## config.mk

```make
export PLATFORM = sky130hd
export DESIGN_NAME = multi_flux_shifter
export DESIGN_NICKNAME = d
export VERILOG_FILES = /design/src/rtl/multi_flux_shifter.sv
export SDC_FILE = /design/constraint.sdc
export NUM_CORES = 1
export LEC_CHECK = 0
export ABC_CLOCK_PERIOD_IN_PS = 4850
export CAP_MARGIN = 20
export CORE_MARGIN = 3
export CORE_UTILIZATION = 32
export CTS_BUF_LIST = sky130_fd_sc_hd__clkbuf_8 sky130_fd_sc_hd__clkbuf_16
export DETAILED_ROUTE_END_ITERATION = 16
export PLACE_DENSITY = 0.54
export RECOVER_POWER = 100
export SYNTH_ARGS = -nofsm -noshare
export SYNTH_HDL_FRONTEND = slang
export SYNTH_SLANG_ARGS = --single-unit
```

## constraint.sdc

```tcl
create_clock -name clk -period 4.85 [get_ports clk]
set_input_delay 0.97 -clock clk [delete_from_list [all_inputs] [get_ports clk]]
set_output_delay 0.97 -clock clk [all_outputs]
set_load 0.02 [all_outputs]
```

## src/rtl/multi_flux_shifter.sv

```systemverilog
// Multi-flux dataflow shifter: arbitrates FLUX tagged input FIFOs, applies a per-flux
// runtime right shift and writes {tag, result} through a 2-entry skid buffer.
module multi_flux_shifter #(
    parameter int unsigned DATA_WIDTH = 27,
    parameter int unsigned FLUX       = 2,
    parameter int unsigned TAG_WIDTH  = (FLUX > 1) ? $clog2(FLUX) : 1,
    parameter int unsigned SHIFT_W    = $clog2(DATA_WIDTH + 1),
    parameter int unsigned ARB_RR     = 0,
    parameter int unsigned ARITH      = 0,
    parameter int unsigned ROUND      = 0
) (
    input  logic                            clk,
    input  logic                            rst,
    input  logic [FLUX*SHIFT_W-1:0]         cfg_shift,
    input  logic [FLUX-1:0]                 read_port_empty,
    input  logic [FLUX*DATA_WIDTH-1:0]      read_port_dout,
    output logic [FLUX-1:0]                 read_port_read,
    input  logic                            write_port_full,
    output logic                            write_port_write,
    output logic [TAG_WIDTH+DATA_WIDTH-1:0] write_port_din
);
    localparam int unsigned XW = DATA_WIDTH + 1;
    localparam int unsigned OW = TAG_WIDTH + DATA_WIDTH;

    logic                  r_armed;
    logic                  r_s1_valid;
    logic [DATA_WIDTH-1:0] r_s1_data;
    logic [TAG_WIDTH-1:0]  r_s1_tag;
    logic [SHIFT_W-1:0]    r_s1_shift;
    logic [1:0]            r_cnt;
    logic [OW-1:0]         r_head;
    logic [OW-1:0]         r_tail;
    logic [TAG_WIDTH-1:0]  r_ptr;

    logic                  w_pop;
    logic                  w_push;
    logic                  w_room;
    logic                  w_hit;
    logic                  w_fire;
    logic [2:0]            w_occ;
    logic [TAG_WIDTH-1:0]  w_win;
    logic [TAG_WIDTH-1:0]  w_idx;
    logic                  w_sign;
    logic [XW-1:0]         w_ext;
    logic [XW-1:0]         w_sum;
    logic [XW-1:0]         w_shr;
    logic [DATA_WIDTH-1:0] w_res;
    logic [OW-1:0]         w_word;

    // Occupancy after this cycle's pop, counting the word already in S1, must leave a free slot.
    assign w_pop  = (r_cnt != 2'd0) && !write_port_full;
    assign w_push = r_s1_valid;
    assign w_occ  = 3'(r_cnt) + 3'(r_s1_valid) - 3'(w_pop);
    assign w_room = r_armed && (w_occ < 3'd2);
    assign w_fire = w_room && w_hit;

    assign read_port_read   = w_fire ? (FLUX'(1) << w_win) : '0;
    assign write_port_write = w_pop;
    assign write_port_din   = r_head;

    // Arbiter: round-robin from ptr+1, or highest non-empty index.
    always_comb begin
        w_hit = 1'b0;
        w_win = '0;
        w_idx = '0;
        if (ARB_RR != 0) begin
            for (int unsigned k = 1; k <= FLUX; k++) begin
                w_idx = TAG_WIDTH'((32'(r_ptr) + k) % FLUX);
                if (!w_hit && !read_port_empty[w_idx]) begin
                    w_hit = 1'b1;
                    w_win = w_idx;
                end
            end
        end else begin
            for (int unsigned k = 0; k < FLUX; k++) begin
                if (!read_port_empty[k]) begin
                    w_hit = 1'b1;
                    w_win = TAG_WIDTH'(k);
                end
            end
        end
    end

    // S2 shifter; the extra top bit absorbs the rounding increment.
    always_comb begin
        w_sign = (ARITH != 0) && r_s1_data[DATA_WIDTH-1];
        w_ext  = {w_sign, r_s1_data};
        w_sum  = w_ext;
        if ((ROUND != 0) && (r_s1_shift != '0)) begin
            w_sum = w_ext + (XW'(1) << (r_s1_shift - SHIFT_W'(1)));
        end
        if (ARITH != 0) begin
            w_shr = XW'($signed(w_sum) >>> r_s1_shift);
        end else begin
            w_shr = w_sum >> r_s1_shift;
        end
        if (r_s1_shift == '0) begin
            w_res = r_s1_data;
        end else if (32'(r_s1_shift) >= DATA_WIDTH) begin
            w_res = {DATA_WIDTH{w_sign}};
        end else begin
            w_res = w_shr[DATA_WIDTH-1:0];
        end
        w_word = {r_s1_tag, w_res};
    end

    always_ff @(posedge clk or negedge rst) begin
        if (!rst) begin
            r_armed    <= 1'b0;
            r_s1_valid <= 1'b0;
            r_s1_data  <= '0;
            r_s1_tag   <= '0;
            r_s1_shift <= '0;
            r_cnt      <= 2'd0;
            r_head     <= '0;
            r_tail     <= '0;
            r_ptr      <= TAG_WIDTH'(FLUX - 1);
        end else begin
            r_armed    <= 1'b1;
            r_s1_valid <= w_fire;
            if (w_fire) begin
                r_s1_data  <= read_port_dout[32'(w_win)*DATA_WIDTH +: DATA_WIDTH];
                r_s1_tag   <= w_win;
                r_s1_shift <= cfg_shift[32'(w_win)*SHIFT_W +: SHIFT_W];
                if (ARB_RR != 0) begin
                    r_ptr <= w_win;
                end
            end
            r_cnt <= r_cnt + 2'(w_push) - 2'(w_pop);
            // Head register is the output word; tail only holds the second entry.
            if (w_pop) begin
                if (r_cnt == 2'd2) begin
                    r_head <= r_tail;
                    if (w_push) begin
                        r_tail <= w_word;
                    end
                end else if (w_push) begin
                    r_head <= w_word;
                end
            end else if (w_push) begin
                if (r_cnt == 2'd0) begin
                    r_head <= w_word;
                end else begin
                    r_tail <= w_word;
                end
            end
        end
    end
endmodule

```

==> results_tabular.tex, run 1 <==
\begin{tabular}{lr}
\hline
Metric & Value \\
\hline
\multicolumn{2}{l}{\textbf{Outcome}} \\
\quad Outcome & complete, but fails checks \\
\quad Violations in the final reports & max-capacitance violations, max-slew violations \\
\multicolumn{2}{l}{\textbf{Clocking}} \\
\quad CTS Buf Count & 9 \\
\quad Max Root-Sink Buffers & 2 \\
\quad Number of hold buffers added after CTS & 0 \\
\quad Clock Pin Slew Worst Setup and Hold Paths & 0.07 ns \\
\quad Clock tree from TritonCTS & yes \\
\quad Clock latency reported for the late side of the worst-skew pair & 0.35 ns \\
\quad CTS H-Tree Depth & 3 \\
\quad Root buffer cell & clkbuf\_16 \\
\quad Count of clock tree sinks & 93 \\
\multicolumn{2}{l}{\textbf{Hold path}} \\
\quad HP Class & flip-flop to flip-flop \\
\quad Hold Path Stages & 2 \\
\multicolumn{2}{l}{\textbf{Timing}} \\
\quad Count of endpoints failing hold in the final timing report & 0 \\
\quad Final worst path period need & 4.685 ns \\
\quad Final slew viol count & 112 \\
\quad Worst Max-Slew Pin Slew & 2.532 ns \\
\quad Final worst-path setup slack & 0.1652 ns \\
\quad Max transition margin & -69.95\% \\
\quad Period utilization & 96.59\% \\
\quad Achievable clock frequency & 213.5 MHz \\
\quad Setup TNS & 0 ns \\
\quad RSZ-0062 raised after global routing & false \\
\quad Final Skew & 0.009661 ns \\
\quad Setup Viol. Count Final & 0 \\
\quad Hold WS & 0.4771 ns \\
\multicolumn{2}{l}{\textbf{Finish}} \\
\quad Diodes inserted & 0 \\
\quad Layout overhead on the synthesized area & 20.94\% \\
\quad Fraction of final layout cells with drive strength greater than 1 & 12.11\% \\
\quad Finished layout cell area & 0.007430 mm² \\
\quad Final Net Count & 743 \\
\multicolumn{2}{l}{\textbf{Route}} \\
\quad Detailed-route wire length & 17410 µm \\
\quad Met1 Routed Length & 8237 µm \\
\quad Total DRC errors in the routed layout & 0 \\
\quad Met3 wire length & 894 µm \\
\quad Pre-antenna DRT Iters & 5 \\
\quad Met2 routed WL & 8152 µm \\
\quad Average wire per standard cell & 19.11 µm \\
\quad Avg Vias per Cell & 5.461 \\
\quad Antenna Nets Post-Route & 0 \\
\quad Initial DRC count & 420 \\
\quad Top layer in use & met4 \\
\quad Via count & 4975 \\
\multicolumn{2}{l}{\textbf{Worst setup path}} \\
\quad Data arrival at the endpoint of the critical path & 3.71 ns \\
\quad Critical Path RT & 3.88 ns \\
\quad Kind of critical path & primary input to primary output \\
\quad Top fanout value on the critical path & 2 \\
\quad Total number of cells along the worst setup path & 9 \\
\quad Endpoint type of the worst setup path & primary output \\
\quad Worst setup SP type & primary input \\
\quad Top cell family by delay on the critical path & buffers and inverters \\
\quad Length in cells of the worst reg-to-reg path & 6 \\
\quad WP buf/inv & 3 \\
\quad Slowest stage cell on the critical path & clkdlybuf4s50\_1 \\
\quad Largest incremental delay on the critical path & 0.66 ns \\
\quad Crit-path cells & clkdlybuf4s50\_1 -> or3b\_2 -> nand2\_1 -> ha\_1 -> inv\_1 -> fa\_1 -> nand2\_1 -> nor3\_1 -> clkdlybuf4s50\_1 \\
\multicolumn{2}{l}{\textbf{Yosys}} \\
\quad Top cells by instance count after synthesis & 93 x dfrtp\_1, 68 x nand2\_1, 65 x nor2\_1 \\
\quad Library cell with the highest instance count after synthesis & dfrtp\_1 \\
\quad Register area share after synthesis & 37.88\% \\
\quad Count of flip-flops with a built-in enable after synthesis & 0 \\
\quad Synthesized instance count & 603 \\
\quad Top cells by area, synth & dfrtp\_1 38\%, mux4\_2 12\%, mux2i\_1 8.5\% \\
\quad Synth Net Count & 674 \\
\quad Post-synthesis instance area & 0.006143 mm² \\
\quad Leading area contributor after synthesis & dfrtp\_1 \\
\quad Synth Flop Type & dfrtp\_1 \\
\quad Fraction of registers with async set or reset after synthesis & 100.0\% \\
\quad Syn avg cell area & 10.19 µm² \\
\quad Top cell type's share of synthesized area & 37.88\% \\
\quad Synth warnings & 0 \\
\quad Netlist cell types & 63 \\
\quad Number of synthesized register bits & 93 \\
\multicolumn{2}{l}{\textbf{Placed design}} \\
\quad Instance area after placement & 0.007193 mm² \\
\quad Setup slack after placement & 0.04539 ns \\
\quad Count of buffers inserted at the top-level ports & 99 \\
\quad Final weighted congestion in routability-driven placement & 0.8364 \\
\quad Estimated wirelength of the detail-placed design & 12530 µm \\
\multicolumn{2}{l}{\textbf{Global routing}} \\
\quad Largest net degree at the start of global routing & 67 \\
\quad GRT Overall Usage & 17.29\% \\
\quad Wire length of the first global-routing pass & 28050 µm \\
\quad Final global-route overflow total & 0 \\
\quad Number of global-route vias before repair & 4873 \\
\quad Number of antenna violations at the first check in global routing & 0 \\
\multicolumn{2}{l}{\textbf{Pwr}} \\
\quad Leak & 3.109 nW \\
\quad Power after layout & 5.457 mW \\
\quad Peak supply drop & 218.1 µV \\
\quad Power Dens Cells & 734.5 mW/mm² \\
\multicolumn{2}{l}{\textbf{Floorplanning}} \\
\quad Core area & 0.01877 mm² \\
\quad Die X & 144.6 µm \\
\quad Die Area & 0.02090 mm² \\
\quad Io pins & 100 \\
\quad Overall die height & 144.6 µm \\
\quad Effective utilization at floorplan & 32.73\% \\
\quad Row count & 50 \\
\multicolumn{2}{l}{\textbf{Run}} \\
\quad Number of max-cap violations & 3 \\
\hline
\end{tabular}
-- tightest hold or removal path, delay by kind of cell (launching register included) --
kind | cells | cell delay (ns)
simple gates | 1 | 0.04
flops | 1 | 0.34
compound gates | 1 | 0.06
-- layout by cell type, fill, tap and decap left out, types with 7 or more instances in the layout --
cell type / instances
buf_4: 7
o21ai_0: 25
nand3_1: 16
a21oi_1: 51
o21a_1: 8
nor2_1: 66
dlygate4sd3_1: 29
clkdlybuf4s50_1: 67
inv_1: 10
clkbuf_16: 9
mux4_2: 32
mux2_2: 17
nand2_1: 68
a31oi_1: 7
mux2i_1: 52
dfrtp_1: 93
-- final timing paths --
path                                 start  slack [ns]                 end
hold / removal                  r_tail[18]        0.48          r_tail[18]
hold reg to reg                 r_tail[18]        0.48          r_tail[18]
setup reg to reg             r_s1_shift[1]        0.61   write_port_din[4]
setup / recovery           write_port_full        0.17   read_port_read[1]
min in group asynchronous              rst        1.34  write_port_din[18]
max in group asynchronous              rst        1.29       r_s1_data[20]
-- repair_timing --
| item | in CTS | in global routing |
|---|---|---|
| resized for setup | 0 | 2 |
| setup buffers | 0 | 0 |
| hold endpoints to repair | 0 | 0 |
| endpoints found under the setup margin | 0 | 1 |
-- power breakdown --
group          switching, mW  internal (mW)
clock                  0.316          0.398
combinational           1.68           1.46
sequential             0.486           1.13
-- state kept, by name, indices dropped and copies added, names as in the netlist --
name            count
r_armed             1
r_cnt               2
r_s1_data          27
r_s1_shift          5
r_s1_tag            1
r_s1_valid          1
r_tail             28
write_port_din     28
-- logic make-up (layout without fill, tap and decap cells) --
logic type	count (synthesis)	in the layout	synth area share, %
simple gates	178	178	12.71
xor+xnor	1	1	0.1426
compound gates	158	158	16.68
flops	93	93	37.88
fa+ha+maj	2	2	0.5295
mux	106	106	25.46
buf+inv	64	138	6.538
other cells	1	1	0.06104
-- cell type report --
cell class	instances	area, µm²
Timing Repair Buffer	113	1064
Sequential cell	93	2327
Fill cell	1871	11340
Inverter	9	33.78
Tap cell	234	292.8
Clock inverter	7	67.56
Multi-Input combinational cell	446	3420
Clock buffer	9	225.2
-- stage by stage --
step / instances / util (%)
after floorplan: 603 / -
after global placement: 895 / 38.33
after detailed placement: 895 / 38.33
after CTS: 911 / 39.89
after global routing: 911 / 39.59
final: 911 / 39.59
-- per-layer routing --
layer	vias up	GRT usage, %
met2	149	26.68
met4	0	2.946
met3	9	3.638
met1	2451	25.51
li1	2366	-
met5	-	0
Power figures use the tool's default switching activity.
==> run 2, diff against run 1 <==
- ABC_CLOCK_PERIOD_IN_PS: 4850 -> 3800
- CORE_MARGIN: 3 -> 4
- PLACE_DENSITY: 0.54 -> 0.56
- clock period: 4.85 -> 3.8 ns (I/O delays scaled with it)
==> run 2 against run 1 <==
The run still ends with max-capacitance violations, max-slew violations left; sequential share of layout area decreased by 0.29 points; die area increased by 2.8%; worst setup slack got worse by 0.041 ns; core utilization increased by 0.39 points; final cell count increased by 0.66%; first-iteration DRC count decreased by 8.1%; clock power increased by 33%; critical path depth increased by 1; register-to-register slack got worse by 0.21 ns; largest cell class unchanged; largest power group unchanged.
==> results_tabular.tex, run 2 (synthesis results as in run 1) <==
\begin{tabular}{lr}
\hline
Metric & Value \\
\hline
\multicolumn{2}{l}{\textbf{Outcome}} \\
\quad Outcome & complete, but fails checks \\
\quad Violations in the final reports & max-capacitance violations, max-slew violations \\
\multicolumn{2}{l}{\textbf{Worst setup path}} \\
\quad Crit-path cells & dlygate4sd2\_1 -> or3b\_4 -> nand2\_1 -> ha\_1 -> inv\_1 -> fa\_1 -> nand2\_2 -> a211oi\_4 -> and2\_0 -> buf\_6 \\
\quad Reg2Reg Launch Point & r\_s1\_shift[0] \\
\quad Largest incremental delay on the critical path & 0.59 ns \\
\quad Top fanout value on the critical path & 2 \\
\quad Critical Path RT & 3.04 ns \\
\quad Data arrival at the endpoint of the critical path & 2.92 ns \\
\quad Start point of the critical path & write\_port\_full \\
\quad Endpoint type of the worst setup path & primary output \\
\quad Slowest stage cell on the critical path & fa\_1 \\
\quad Kind of critical path & primary input to primary output \\
\quad Slack of the worst reg-to-reg path & 0.40 ns \\
\quad Worst setup SP type & primary input \\
\multicolumn{2}{l}{\textbf{Timing}} \\
\quad Setup TNS & 0 ns \\
\quad Final Skew & 0.005430 ns \\
\quad Max transition margin & -36.30\% \\
\quad Final worst path period need & 3.676 ns \\
\quad Count of endpoints failing hold in the final timing report & 0 \\
\quad Final slew viol count & 115 \\
\quad Period utilization & 96.72\% \\
\quad RSZ-0062 raised after global routing & false \\
\quad Setup Viol. Count Final & 0 \\
\quad Worst Max-Slew Pin Slew & 2.044 ns \\
\quad Achievable clock frequency & 272.1 MHz \\
\quad Final worst-path setup slack & 0.1245 ns \\
\multicolumn{2}{l}{\textbf{Finish}} \\
\quad Finished layout cell area & 0.007502 mm² \\
\quad Diodes inserted & 0 \\
\quad Commonest non-fill, non-tap cells in the layout & 92 x dfrtp\_1, 67 x nand2\_1, 66 x nor2\_1 \\
\quad Fraction of final layout cells with drive strength greater than 1 & 13.32\% \\
\quad Final Net Count & 749 \\
\quad Layout overhead on the synthesized area & 22.12\% \\
\quad Number of inserted filler cells in the final layout & 1861 \\
\quad Most common cell after layout, fill and taps aside & dfrtp\_1 \\
\multicolumn{2}{l}{\textbf{Placed design}} \\
\quad Setup slack after placement & -0.5714 ns \\
\quad Final weighted congestion in routability-driven placement & 0.8698 \\
\quad Estimated wirelength of the detail-placed design & 12800 µm \\
\quad Instance area after placement & 0.007224 mm² \\
\quad Count of buffers inserted at the top-level ports & 99 \\
\multicolumn{2}{l}{\textbf{Floorplanning}} \\
\quad Row count & 50 \\
\quad Io pins & 100 \\
\quad Die X & 146.6 µm \\
\quad Die Area & 0.02148 mm² \\
\quad Overall die height & 146.6 µm \\
\quad Core area & 0.01877 mm² \\
\quad Effective utilization at floorplan & 32.73\% \\
\multicolumn{2}{l}{\textbf{Pwr}} \\
\quad Clock Power Share & 13.5\% \\
\quad Pint & 3.867 mW \\
\quad Power Dens Cells & 938.6 mW/mm² \\
\quad Power after layout & 7.042 mW \\
\quad Switching Share & 45.09\% \\
\quad Peak supply drop & 321.8 µV \\
\quad Part of the total power dissipated in combinational logic & 56.8\% \\
\quad Switch Pwr & 3.175 mW \\
\quad Portion of total power attributed to sequential cells & 29.7\% \\
\quad Leak & 3.147 nW \\
\multicolumn{2}{l}{\textbf{Route}} \\
\quad Avg Vias per Cell & 5.514 \\
\quad Via count & 5056 \\
\quad Total DRC errors in the routed layout & 0 \\
\quad Detailed-route wire length & 17510 µm \\
\quad Average wire per standard cell & 19.09 µm \\
\quad Pre-antenna DRT Iters & 5 \\
\quad Antenna Nets Post-Route & 0 \\
\quad Initial DRC count & 386 \\
\multicolumn{2}{l}{\textbf{Run}} \\
\quad Number of max-cap violations & 2 \\
\multicolumn{2}{l}{\textbf{Hold path}} \\
\quad HP Class & flip-flop to flip-flop \\
\quad Origin of the worst min-delay path & r\_tail[18] \\
\multicolumn{2}{l}{\textbf{Clocking}} \\
\quad CTS Buf Count & 9 \\
\quad Count of clock tree sinks & 93 \\
\quad Root buffer cell & clkbuf\_16 \\
\quad Buffers inserted during post-CTS setup optimization & 0 \\
\quad Clock latency reported for the late side of the worst-skew pair & 0.35 ns \\
\quad Clock Pin Slew Worst Setup and Hold Paths & 0.07 ns \\
\quad Clock tree from TritonCTS & yes \\
\quad CTS H-Tree Depth & 3 \\
\quad Max Root-Sink Buffers & 2 \\
\multicolumn{2}{l}{\textbf{Global routing}} \\
\quad Number of antenna violations at the first check in global routing & 0 \\
\quad Number of global-route vias before repair & 5048 \\
\quad GRT Overall Usage & 16.42\% \\
\quad Largest net degree at the start of global routing & 67 \\
\quad Wire length of the first global-routing pass & 28340 µm \\
\quad Final global-route overflow total & 0 \\
\hline
\end{tabular}
[run 2: changes by cell type in the layout (fill, tap and decap cells not counted), moves of 2 or more]
cell / before / now
o21ai_0: 25 / 27
buf_4: 7 / 12
clkdlybuf4s50_1: 67 / 65
o21ai_1: 4 / 1
clkbuf_8: 0 / 2
clkbuf_2: 3 / 1
[run 2: power by group through the flow]
stage          clock, mW  combinational, mW  sequential, mW
2_1_floorplan          0               3.01            1.91
3_3_place_gp           0               4.00            2.09
3_5_place_dp           0               4.06            2.12
4_1_cts            0.969               4.08            2.10
5_1_grt             1.00               4.36            2.18
6_report           0.950               4.00            2.09
[run 2: path summary, 6_finish.rpt]
check                                           to  cells after the start
worst max-delay path             read_port_read[0]                     10
worst max register to register   write_port_din[4]                      6
min in group asynchronous       write_port_din[27]                      1
max in group asynchronous            r_s1_data[21]                      2
worst min register to register          r_tail[18]                      2
worst min-delay path                    r_tail[18]                      2
[run 2: what timing repair did]
| item | CTS | global route |
|---|---|---|
| pin swaps | 3 | 1 |
| setup endpoints to repair | 2 | 1 |
| resized for setup | 16 | 0 |
| hold buffers | 0 | 0 |
[run 2: worst max-delay path: cells and delay by family]
kind | cells | cell delay, ns
adder cells (fa/ha/maj) | 2 | 0.72
AND/OR/NAND/NOR | 4 | 0.76
AO/OA/AOI/OAI | 1 | 0.24
buffers and inverters | 3 | 0.43
[run 2: through the flow]
step	std cells	hold WS [ns]	utilization, %
3_3_place_gp	901	0.4596	38.49
3_5_place_dp	901	0.4658	38.49
6_report	917	0.4747	39.97
4_1_cts	917	0.4810	40.18
5_1_grt	917	0.4994	39.97
2_1_floorplan	603	0.4447	-
[run 2: layer usage]
layer / GRT usage, % / part of all wire (%) / vias to the layer above
li1: - / - / 2378
met1: 23.67 / 47 / 2500
met2: 25.38 / 46 / 158
met3: 2.824 / 5.1 / 20
met4: 4.939 / 1.6 / 0
met5: 0 / 0 / -
[run 2: area by class of cell]
type                    instances  area, µm²  share of cell area, %
flip-flops and latches         93       2328                  31.04
well taps                     234      292.8                  3.903
clock inverters                 5      58.81                 0.7839
repair buffers                119       1107                  14.76
multi-input cells             446       3428                  45.70
inverters                       9      33.78                 0.4503
clock buffers                  11      252.7                  3.369
